[src/rtl/crossbar_grant_ctrl_pkg.sv]
// Shared switch-core definitions: port count, grant-controller FSM states and grant helpers.
package crossbar_grant_ctrl_pkg;

  localparam int SW_PORT_NUM = 10;

  typedef enum logic [2:0] {
    ST_IDLE,
    ST_REQ,
    ST_WAIT,
    ST_XFER,
    ST_GAP
  } xbar_state_e;

  function automatic logic is_onehot10(input logic [SW_PORT_NUM-1:0] v);
    return (v != '0) && ((v & (v - SW_PORT_NUM'(1))) == '0);
  endfunction

  function automatic int max_int(input int a, input int b);
    return (a > b) ? a : b;
  endfunction

endpackage

[src/rtl/crossbar_grant_ctrl_if.sv]
// Ingress, egress, arbiter and status signals of one egress-port grant controller.
interface crossbar_grant_ctrl_if
  import crossbar_grant_ctrl_pkg::*;
#(
  parameter int DATA_W = 8
);

  logic [SW_PORT_NUM-1:0]        i_port_req;
  logic [SW_PORT_NUM*DATA_W-1:0] i_port_data;
  logic [SW_PORT_NUM-1:0]        i_port_valid;
  logic [SW_PORT_NUM-1:0]        i_port_last;
  logic [SW_PORT_NUM-1:0]        o_port_ready;

  logic [DATA_W-1:0]             o_egr_data;
  logic                          o_egr_valid;
  logic                          o_egr_last;
  logic                          i_egr_ready;

  logic [SW_PORT_NUM-1:0]        o_arb_data;
  logic                          o_arb_valid;
  logic [SW_PORT_NUM-1:0]        i_arb_result;
  logic                          i_arb_valid;

  logic [SW_PORT_NUM-1:0]        o_grant;
  logic                          o_busy;
  logic                          o_timeout;
  logic                          o_grant_err;

  modport master (
    input  i_port_req, i_port_data, i_port_valid, i_port_last, i_egr_ready,
    input  i_arb_result, i_arb_valid,
    output o_port_ready, o_egr_data, o_egr_valid, o_egr_last,
    output o_arb_data, o_arb_valid, o_grant, o_busy, o_timeout, o_grant_err
  );

  modport slave (
    output i_port_req, i_port_data, i_port_valid, i_port_last, i_egr_ready,
    output i_arb_result, i_arb_valid,
    input  o_port_ready, o_egr_data, o_egr_valid, o_egr_last,
    input  o_arb_data, o_arb_valid, o_grant, o_busy, o_timeout, o_grant_err
  );

endinterface

[src/rtl/crossbar_port_mux.sv]
// One-hot AND-OR selector over the ten ingress lanes; zero select yields zero.
module crossbar_port_mux
  import crossbar_grant_ctrl_pkg::*;
#(
  parameter int W = 10
) (
  input  logic [SW_PORT_NUM-1:0]   i_sel,
  input  logic [SW_PORT_NUM*W-1:0] i_dat,
  output logic [W-1:0]             o_dat
);

  always_comb begin
    o_dat = '0;
    for (int k = 0; k < SW_PORT_NUM; k++) begin
      o_dat = o_dat | (i_dat[k*W +: W] & {W{i_sel[k]}});
    end
  end

endmodule

[src/rtl/crossbar_grant_ctrl.sv]
// Egress-port grant controller: snapshots requests, runs one arbitration round, then
// holds the one-hot crossbar connection until last beat, watchdog expiry or reset.
module crossbar_grant_ctrl
  import crossbar_grant_ctrl_pkg::*;
#(
  parameter int DATA_W       = 8,
  parameter int TIMEOUT_CYC  = 1024,
  parameter int ARB_WAIT_CYC = 4
) (
  input  logic                 i_sys_clk,
  input  logic                 i_sys_rst_n,
  crossbar_grant_ctrl_if.master io_xbar
);

  localparam int CNT_MAX = max_int(TIMEOUT_CYC, ARB_WAIT_CYC);
  localparam int CNT_W   = (CNT_MAX > 1) ? $clog2(CNT_MAX) : 1;
  localparam int MUX_W   = DATA_W + 2;
  localparam logic [CNT_W-1:0] TO_LAST  = CNT_W'(TIMEOUT_CYC - 1);
  localparam logic [CNT_W-1:0] ARB_LAST = CNT_W'(ARB_WAIT_CYC - 1);

  xbar_state_e             r_state;
  xbar_state_e             w_state_nxt;
  logic [CNT_W-1:0]        r_cnt;
  logic [CNT_W-1:0]        w_cnt_nxt;
  logic [SW_PORT_NUM-1:0]  r_grant;
  logic [SW_PORT_NUM-1:0]  w_grant_nxt;
  logic [SW_PORT_NUM-1:0]  r_arb_data;
  logic [SW_PORT_NUM-1:0]  w_arb_data_nxt;

  logic [SW_PORT_NUM*MUX_W-1:0] w_mux_in;
  logic [MUX_W-1:0]             w_mux_out;
  logic                         w_xfer;
  logic                         w_egr_valid;
  logic                         w_egr_last;
  logic                         w_accept;
  logic                         w_timeout;
  logic                         w_grant_err;

  // Each lane carries {valid, last, data} so one mux serves the whole beat.
  always_comb begin
    w_mux_in = '0;
    for (int k = 0; k < SW_PORT_NUM; k++) begin
      w_mux_in[k*MUX_W +: MUX_W] = {io_xbar.i_port_valid[k], io_xbar.i_port_last[k],
                                    io_xbar.i_port_data[k*DATA_W +: DATA_W]};
    end
  end

  crossbar_port_mux #(
    .W (MUX_W)
  ) u_port_mux (
    .i_sel (r_grant),
    .i_dat (w_mux_in),
    .o_dat (w_mux_out)
  );

  assign w_xfer      = (r_state == ST_XFER);
  assign w_egr_valid = w_xfer & w_mux_out[MUX_W-1];
  assign w_egr_last  = w_xfer & w_mux_out[MUX_W-2];
  assign w_accept    = w_egr_valid & io_xbar.i_egr_ready;

  always_comb begin
    w_state_nxt    = r_state;
    w_grant_nxt    = r_grant;
    w_arb_data_nxt = r_arb_data;
    w_cnt_nxt      = '0;
    w_timeout      = 1'b0;
    w_grant_err    = 1'b0;
    unique case (r_state)
      ST_IDLE: begin
        if (|io_xbar.i_port_req) begin
          w_arb_data_nxt = io_xbar.i_port_req;
          w_state_nxt    = ST_REQ;
        end
      end
      ST_REQ: w_state_nxt = ST_WAIT;
      ST_WAIT: begin
        w_cnt_nxt = r_cnt + CNT_W'(1);
        if (io_xbar.i_arb_valid) begin
          w_arb_data_nxt = '0;
          if (is_onehot10(io_xbar.i_arb_result)) begin
            w_grant_nxt = io_xbar.i_arb_result;
            w_state_nxt = ST_XFER;
          end else begin
            w_grant_err = 1'b1;
            w_state_nxt = ST_GAP;
          end
        end else if (r_cnt == ARB_LAST) begin
          w_arb_data_nxt = '0;
          w_grant_err    = 1'b1;
          w_state_nxt    = ST_GAP;
        end
      end
      ST_XFER: begin
        w_cnt_nxt = w_accept ? '0 : r_cnt + CNT_W'(1);
        // A last beat landing on the expiry cycle is a normal completion.
        if (w_accept && w_egr_last) begin
          w_grant_nxt = '0;
          w_state_nxt = ST_GAP;
        end else if (!w_accept && (r_cnt == TO_LAST)) begin
          w_timeout   = 1'b1;
          w_grant_nxt = '0;
          w_state_nxt = ST_GAP;
        end
      end
      ST_GAP:  w_state_nxt = ST_IDLE;
      default: w_state_nxt = ST_IDLE;
    endcase
    if (w_state_nxt != r_state) begin
      w_cnt_nxt = '0;
    end
  end

  always_ff @(posedge i_sys_clk) begin
    if (!i_sys_rst_n) begin
      r_state    <= ST_IDLE;
      r_cnt      <= '0;
      r_grant    <= '0;
      r_arb_data <= '0;
    end else begin
      r_state    <= w_state_nxt;
      r_cnt      <= w_cnt_nxt;
      r_grant    <= w_grant_nxt;
      r_arb_data <= w_arb_data_nxt;
    end
  end

  assign io_xbar.o_port_ready = w_xfer ? (r_grant & {SW_PORT_NUM{io_xbar.i_egr_ready}}) : '0;
  assign io_xbar.o_egr_data   = w_xfer ? w_mux_out[DATA_W-1:0] : '0;
  assign io_xbar.o_egr_valid  = w_egr_valid;
  assign io_xbar.o_egr_last   = w_egr_last;
  assign io_xbar.o_arb_data   = r_arb_data;
  assign io_xbar.o_arb_valid  = (r_state == ST_REQ);
  assign io_xbar.o_grant      = r_grant;
  assign io_xbar.o_busy       = (r_state != ST_IDLE);
  assign io_xbar.o_timeout    = w_timeout;
  assign io_xbar.o_grant_err  = w_grant_err;

endmodule

[src/flat_wrapper.sv]
// flat-port wrapper written by rule: the top's interface ports become plain ports
module crossbar_grant_ctrl_flat import crossbar_grant_ctrl_pkg::*;
#(
  parameter int DATA_W       = 8,
  parameter int TIMEOUT_CYC  = 1024,
  parameter int ARB_WAIT_CYC = 4
)
  (i_sys_clk, i_sys_rst_n, io_xbar_i_port_req, io_xbar_i_port_data, io_xbar_i_port_valid, io_xbar_i_port_last, io_xbar_i_egr_ready, io_xbar_i_arb_result, io_xbar_i_arb_valid, io_xbar_o_port_ready, io_xbar_o_egr_data, io_xbar_o_egr_valid, io_xbar_o_egr_last, io_xbar_o_arb_data, io_xbar_o_arb_valid, io_xbar_o_grant, io_xbar_o_busy, io_xbar_o_timeout, io_xbar_o_grant_err);
  crossbar_grant_ctrl_if #(.DATA_W(DATA_W)) io_xbar_i ();
  input  logic i_sys_clk;
  input  logic i_sys_rst_n;
  input wire logic [$bits(io_xbar_i.i_port_req)-1:0] io_xbar_i_port_req;
  input wire logic [$bits(io_xbar_i.i_port_data)-1:0] io_xbar_i_port_data;
  input wire logic [$bits(io_xbar_i.i_port_valid)-1:0] io_xbar_i_port_valid;
  input wire logic [$bits(io_xbar_i.i_port_last)-1:0] io_xbar_i_port_last;
  input wire logic [$bits(io_xbar_i.i_egr_ready)-1:0] io_xbar_i_egr_ready;
  input wire logic [$bits(io_xbar_i.i_arb_result)-1:0] io_xbar_i_arb_result;
  input wire logic [$bits(io_xbar_i.i_arb_valid)-1:0] io_xbar_i_arb_valid;
  output wire logic [$bits(io_xbar_i.o_port_ready)-1:0] io_xbar_o_port_ready;
  output wire logic [$bits(io_xbar_i.o_egr_data)-1:0] io_xbar_o_egr_data;
  output wire logic [$bits(io_xbar_i.o_egr_valid)-1:0] io_xbar_o_egr_valid;
  output wire logic [$bits(io_xbar_i.o_egr_last)-1:0] io_xbar_o_egr_last;
  output wire logic [$bits(io_xbar_i.o_arb_data)-1:0] io_xbar_o_arb_data;
  output wire logic [$bits(io_xbar_i.o_arb_valid)-1:0] io_xbar_o_arb_valid;
  output wire logic [$bits(io_xbar_i.o_grant)-1:0] io_xbar_o_grant;
  output wire logic [$bits(io_xbar_i.o_busy)-1:0] io_xbar_o_busy;
  output wire logic [$bits(io_xbar_i.o_timeout)-1:0] io_xbar_o_timeout;
  output wire logic [$bits(io_xbar_i.o_grant_err)-1:0] io_xbar_o_grant_err;
  assign io_xbar_i.i_port_req = io_xbar_i_port_req;
  assign io_xbar_i.i_port_data = io_xbar_i_port_data;
  assign io_xbar_i.i_port_valid = io_xbar_i_port_valid;
  assign io_xbar_i.i_port_last = io_xbar_i_port_last;
  assign io_xbar_i.i_egr_ready = io_xbar_i_egr_ready;
  assign io_xbar_i.i_arb_result = io_xbar_i_arb_result;
  assign io_xbar_i.i_arb_valid = io_xbar_i_arb_valid;
  assign io_xbar_o_port_ready = io_xbar_i.o_port_ready;
  assign io_xbar_o_egr_data = io_xbar_i.o_egr_data;
  assign io_xbar_o_egr_valid = io_xbar_i.o_egr_valid;
  assign io_xbar_o_egr_last = io_xbar_i.o_egr_last;
  assign io_xbar_o_arb_data = io_xbar_i.o_arb_data;
  assign io_xbar_o_arb_valid = io_xbar_i.o_arb_valid;
  assign io_xbar_o_grant = io_xbar_i.o_grant;
  assign io_xbar_o_busy = io_xbar_i.o_busy;
  assign io_xbar_o_timeout = io_xbar_i.o_timeout;
  assign io_xbar_o_grant_err = io_xbar_i.o_grant_err;
  crossbar_grant_ctrl #(.DATA_W(DATA_W), .TIMEOUT_CYC(TIMEOUT_CYC), .ARB_WAIT_CYC(ARB_WAIT_CYC)) u_core (.i_sys_clk(i_sys_clk), .i_sys_rst_n(i_sys_rst_n), .io_xbar(io_xbar_i));
endmodule
[config.mk]
export PLATFORM = sky130hd
export DESIGN_NAME = crossbar_grant_ctrl_flat
export DESIGN_NICKNAME = d
export VERILOG_FILES = /design/src/rtl/crossbar_grant_ctrl_pkg.sv /design/src/rtl/crossbar_grant_ctrl_if.sv /design/src/rtl/crossbar_port_mux.sv /design/src/rtl/crossbar_grant_ctrl.sv /design/src/flat_wrapper.sv
export SDC_FILE = /design/constraint.sdc
export NUM_CORES = 1
export LEC_CHECK = 0
export ABC_AREA = 0
export ABC_CLOCK_PERIOD_IN_PS = 2900
export BUFFER_PORTS_ARGS = -buffer_cell sky130_fd_sc_hd__clkbuf_2
export CAP_MARGIN = 0
export CORE_ASPECT_RATIO = 2
export CORE_MARGIN = 10
export CORE_UTILIZATION = 40
export DETAILED_ROUTE_END_ITERATION = 8
export PLACE_DENSITY_LB_ADDON = 0.15
export SYNTH_ARGS = -nofsm -noshare
export SYNTH_HDL_FRONTEND = slang
export SYNTH_HIERARCHICAL = 1
export SYNTH_SLANG_ARGS = --single-unit
[constraint.sdc]
create_clock -name i_sys_clk -period 2.9 [get_ports i_sys_clk]
set_clock_uncertainty 0.15 [all_clocks]
set_input_delay 0.145 -clock i_sys_clk [delete_from_list [all_inputs] [get_ports i_sys_clk]]
set_output_delay 0.145 -clock i_sys_clk [all_outputs]
set_load 0.02 [all_outputs]
# Word level (Yosys, flattened, before mapping)
# Cells that the tools add are included.
# Widths: inputs -> output; s select.
# totals
register_bits,33
input_bits,124
wordCells,83
out_inout_bits,44
# op_classes
n_mux,27
n_bitwise,25
eq_ne,11
addsub,2
reduce_logical,14
# ops
op,count
$and 10x10->10,12
$mux 10,9
$or 10x10->10,9
$pmux 10 s2,3
$mux 3,6
$pmux 3 s4,1
$add 10x1->10 const B,1
$eq 10x10->1 const B,1
$eq 10x2->1 const B,1
$logic_not 10->1,1
$reduce_bool 10->1,1
$reduce_or 10->1,1
$sub 10x1->10 const B,1
$mux 8,1
$mux 1,7
$eq 3x2->1 const B,2
$ne 2x1->1 const B,2
$reduce_and 4->1,1
$reduce_bool 2->1,2
$and 1x1->1,3
$eq 3x1->1 const B,1
$logic_and 1x1->1,3
$logic_not 3->1,1
$ne 3x2->1 const B,1
8 further kinds,8

# Depth between registers and ports, before layout
# depth
depth_word,19
mapped_depth,10

# Modules after synthesis
# Netlist, hierarchy kept.
# modules_own_cells
module,cells_per_inst,seq_area_each_um2,n_inst,area_per_inst_um2
crossbar_grant_ctrl,203,660.6,1,1689.1
crossbar_port_mux,70,0.0,1,595.6

# Worst setup path before layout
# Ideal clock, no wire load.
# synth_timing
path_kind,reg-to-reg
from,"reg u_core.r_grant[4], in the netlist u_core/io_xbar.o_grant[4]"
to,"reg u_core.r_grant[1], in the netlist u_core/io_xbar.o_grant[1]"
n_path_buf,2
required_ns,2.611
setup_slack_ns,0.406
stages_incl_launch_ff,11
arrival_time_ns,2.205
period_less_slack_ns,2.494
path_cell_list,dfxtp_1 -> buf_6 -> a22o_1 -> a221oi_2 -> nand4_1 -> a21boi_0 -> or4bb_1 -> a21o_1 -> clkbuf_1 -> nand3_1 -> o22ai_1
# synth_via
elab_chain_len,13
word_cells_on_any_way,17
classes_between,1 x eq/ne; 2 x mux; 10 x bitwise; 4 x reduce/logical
# synth_rtl
element,line,rtl
from (decl),crossbar_grant_ctrl.sv:25,logic [SW_PORT_NUM-1:0] r_grant;
from (signal assigned),crossbar_grant_ctrl.sv:122,r_grant <= w_grant_nxt;
$and 10x10->10 (*),crossbar_port_mux.sv:15,o_dat = o_dat | (i_dat[k*W +: W] & {W{i_sel[k]}});
$or 10x10->10 (*) (6 in series),crossbar_port_mux.sv:15,
net u_core.w_mux_out[9],crossbar_grant_ctrl.sv:31,logic [MUX_W-1:0] w_mux_out;
$and 1x1->1 (*),crossbar_grant_ctrl.sv:57,assign w_egr_valid = w_xfer & w_mux_out[MUX_W-1];
$and 1x1->1 (*),crossbar_grant_ctrl.sv:59,assign w_accept = w_egr_valid & io_xbar.i_egr_ready;
$logic_not 1->1,crossbar_grant_ctrl.sv:99,end else if (!w_accept && (r_cnt == TO_LAST)) begin
$logic_and 1x1->1,crossbar_grant_ctrl.sv:99,
$ne 3x3->1 (no source line),-,
$reduce_and 4->1 (no source line),-,
# The timed path passes the listed nets; every way through them passes the cells marked *.
# A chain may end at the register's enable or synchronous reset.

# Worst setup path after layout
# layout_timing
from,reg u_core.r_cnt[0]
to,out io_xbar_o_grant_err
# layout_via
elab_chain_len,4
# layout_rtl
element,line,rtl
from (decl),crossbar_grant_ctrl.sv:23,logic [CNT_W-1:0] r_cnt;
from (signal assigned),crossbar_grant_ctrl.sv:121,r_cnt <= w_cnt_nxt;
$eq 10x2->1,crossbar_grant_ctrl.sv:87,end else if (r_cnt == ARB_LAST) begin
$mux 1,crossbar_grant_ctrl.sv:87,
$mux 1,crossbar_grant_ctrl.sv:78,if (io_xbar.i_arb_valid) begin
$mux 1,crossbar_grant_ctrl.sv:68,unique case (r_state)
to (decl),flat_wrapper.sv:28,output wire logic [$bits(io_xbar_i.o_grant_err)-1:0] io_xbar_o_grant_err;
# No other way between the ends.

==> reports/metrics.cfg <==
[global_route]
grt_max_degree=25
antenna_found_initial=0
grt_overflow_total=0
grt_pass1_wl_um=15800
grt_pass1_vias=3083
track_usage=0.210

[sta]
rsz0062_at_grt=no
fin_ws_ps=403
fmax_mhz=401
setup-tns-final_ps=0
tightestPinTransition_ps=655
slew_headroom=0.563
hold_violations=0
finalSetupViolations=0
slew_violations=0
layout_min_cycle_time_ps=2500
fin_crit_sh=0.861

[min_path]
hold_path.class=in2reg

[synthesis]
avgSynthCellArea_um2=8.37
syn_nets=398
syn_area_mm2=0.00228
synth_fa_ha_area_frac=0.00548
syn_inst=273
synthDistinctLibCells=48
synth_simple_gate_area_share=0.254
yosysWarnings=6
synth_compound_area_frac=0.348
ys.flop_type=dfxtp_1
synth_seq_area_share=0.289
synthArstFlopShare=0
synth-xor-area-share=0.0307
synth_edf_count=0
synth_seq_cells=33
synth_top_family_by_area=compound AO/OA/AOI/OAI gates
synth.area.mux_share=0

[die]
start_util=0.418
die_area_mm2=0.00932
io_pins=168
rows=38
dieHeight_um=127
die_w_um=73.4
core-area_mm2=0.00547

[cts]
path_clk_slew_ps=70
cts_sinks=33
post_cts_buffers=0
htree_levels=2
root_buffer=clkbuf_8
post_cts_resized=0
clk_latency_ps=290
clk_path_buf_depth=2
cts_tree=built
cts_made_buffers=5
ctsHoldBuffers=1

[cells_and_area]
layout_commonest_cell=clkbuf_2
seqCellArea_um2=661
multi_input_comb_area_mm2=0.00146
area_growth_pct=44.5
fill_cells=514
drive_gt1_frac=0.467
antenna_cells=0
final_nets=565
layout_common_cells=167 x clkbuf_2, 39 x a22oi_1, 33 x dfxtp_1, 24 x and3_1

[flow_run]
maxCapViolations=0

[place]
hpwl_um=8780
place.gp.congestion=0.920
place_ws_ps=479
portBuffers=167

[power_and_ir_drop]
swShare=0.348
p_leak_nw=1.70
p_int_w=0.000992
vdd_drop_max_mv=0.569
p_comb_frac=0.339
power_density_mw_per_mm2=461
seq_power_share=0.369
pwr-share-clk=0.293
p_sw_w=0.000529

[drt]
vias=2974
viasPerCell=5.94
finalWirelength_um=10500
drtIter0Drc=166
wl_per_cell_um=20.9
drc=0
firstDrtPassIters=4
drtAntennaViolNets=0

[run_status]
status=finished, final reports clean

[critical_path]
endpoint_kind=output port
worst-setup-path-type=reg2out
crit_path_max_fanout=4
arrival_ps=2200
cp.required_ps=2610
start_kind=flip-flop

==> power groups by stage <==
stage          clock (W)  sequential (W)  combinational (W)
6_report        0.000446        0.000561           0.000515
2_1_floorplan          0        0.000582           0.000258
3_5_place_dp           0        0.000569           0.000514
3_3_place_gp           0        0.000568           0.000509
5_1_grt         0.000471        0.000567           0.000571
4_1_cts         0.000455        0.000559           0.000519
==> through the flow <==
stage	cell area (µm²)	utilization	total power (W)	cells	hold WS [ps]
floorplan	2280	-	0.000840	273	128
global placement	3180	0.581	0.00108	492	287
detailed placement	3180	0.581	0.00108	492	291
CTS	3300	0.604	0.00153	501	1.69
global route	3300	0.604	0.00161	501	14.6
finish	3300	0.604	0.00152	501	2.24
==> cell type report <==
class,instances,area share
Inverter,15,0.0171
Timing Repair Buffer,180,0.283
Tap cell,60,0.0227
Clock buffer,7,0.0261
Sequential cell,33,0.200
Clock inverter,1,0.00909
Multi-Input combinational cell,205,0.441
==> routing by layer <==
layer | global-route usage | part of all wire | vias to the layer above
li1 | - | - | 1398
met1 | 0.186 | 0.31 | 1370
met2 | 0.398 | 0.53 | 180
met3 | 0.0859 | 0.12 | 26
met4 | 0.0761 | 0.028 | 0
met5 | 0 | 0 | -
==> worst paths after layout <==
path,start,end,slack (ps),depth (start not counted)
hold / removal,io_xbar_i_port_req[2],u_core/io_xbar.o_arb_data[2],2,3
setup reg to reg,u_core/io_xbar.o_grant[4],u_core/io_xbar.o_grant[9],480,8
setup / recovery,u_core/r_cnt[0],io_xbar_o_grant_err,400,6
hold reg to reg,u_core/r_cnt[0],u_core/r_cnt[0],310,1
==> cells by family (layout without fill, tap and decap cells) <==
group                      Yosys count  after routing
and+or+nand+nor                    104            104
xor gates and xnor gates             8              8
adders and majority gates            1              1
DFF                                 33             33
AOI/OAI and AO/OA                   92             92
buffers and inverters               35            203
==> Yosys cell counts, types with 2 or more instances <==
master | count | share of area
nand2_1 | 8 | 0.013
nor3_1 | 5 | 0.011
a22o_1 | 10 | 0.038
a211oi_1 | 2 | 0.0066
xor2_1 | 4 | 0.015
a21o_1 | 2 | 0.0066
clkbuf_1 | 11 | 0.018
nor2_1 | 17 | 0.028
inv_1 | 15 | 0.025
nand3_1 | 17 | 0.037
o311a_1 | 2 | 0.0088
a22oi_1 | 39 | 0.13
o211a_1 | 2 | 0.0088
o211ai_2 | 2 | 0.011
dfxtp_1 | 33 | 0.29
xnor2_1 | 4 | 0.015
nand4_1 | 11 | 0.030
a221oi_2 | 10 | 0.066
o22ai_1 | 10 | 0.027
nor2b_1 | 11 | 0.030
buf_2 | 3 | 0.0066
and3_1 | 24 | 0.066
buf_6 | 4 | 0.020
nor4_1 | 3 | 0.0082
==> worst max-delay path: stages (launching register included) <==
cell      delay [ps]
dfxtp_1          380
ha_1             240
or3b_2           480
o31ai_2          350
nand2_1          150
nor2_1           130
clkbuf_2         180
==> flip-flops by register name (all words and copies together) (netlist names) <==
signal,cells
u_core/io_xbar.o_arb_data,10
u_core/io_xbar.o_grant,10
u_core/r_state,3
u_core/r_cnt,10
Power figures use the tool's default switching activity.
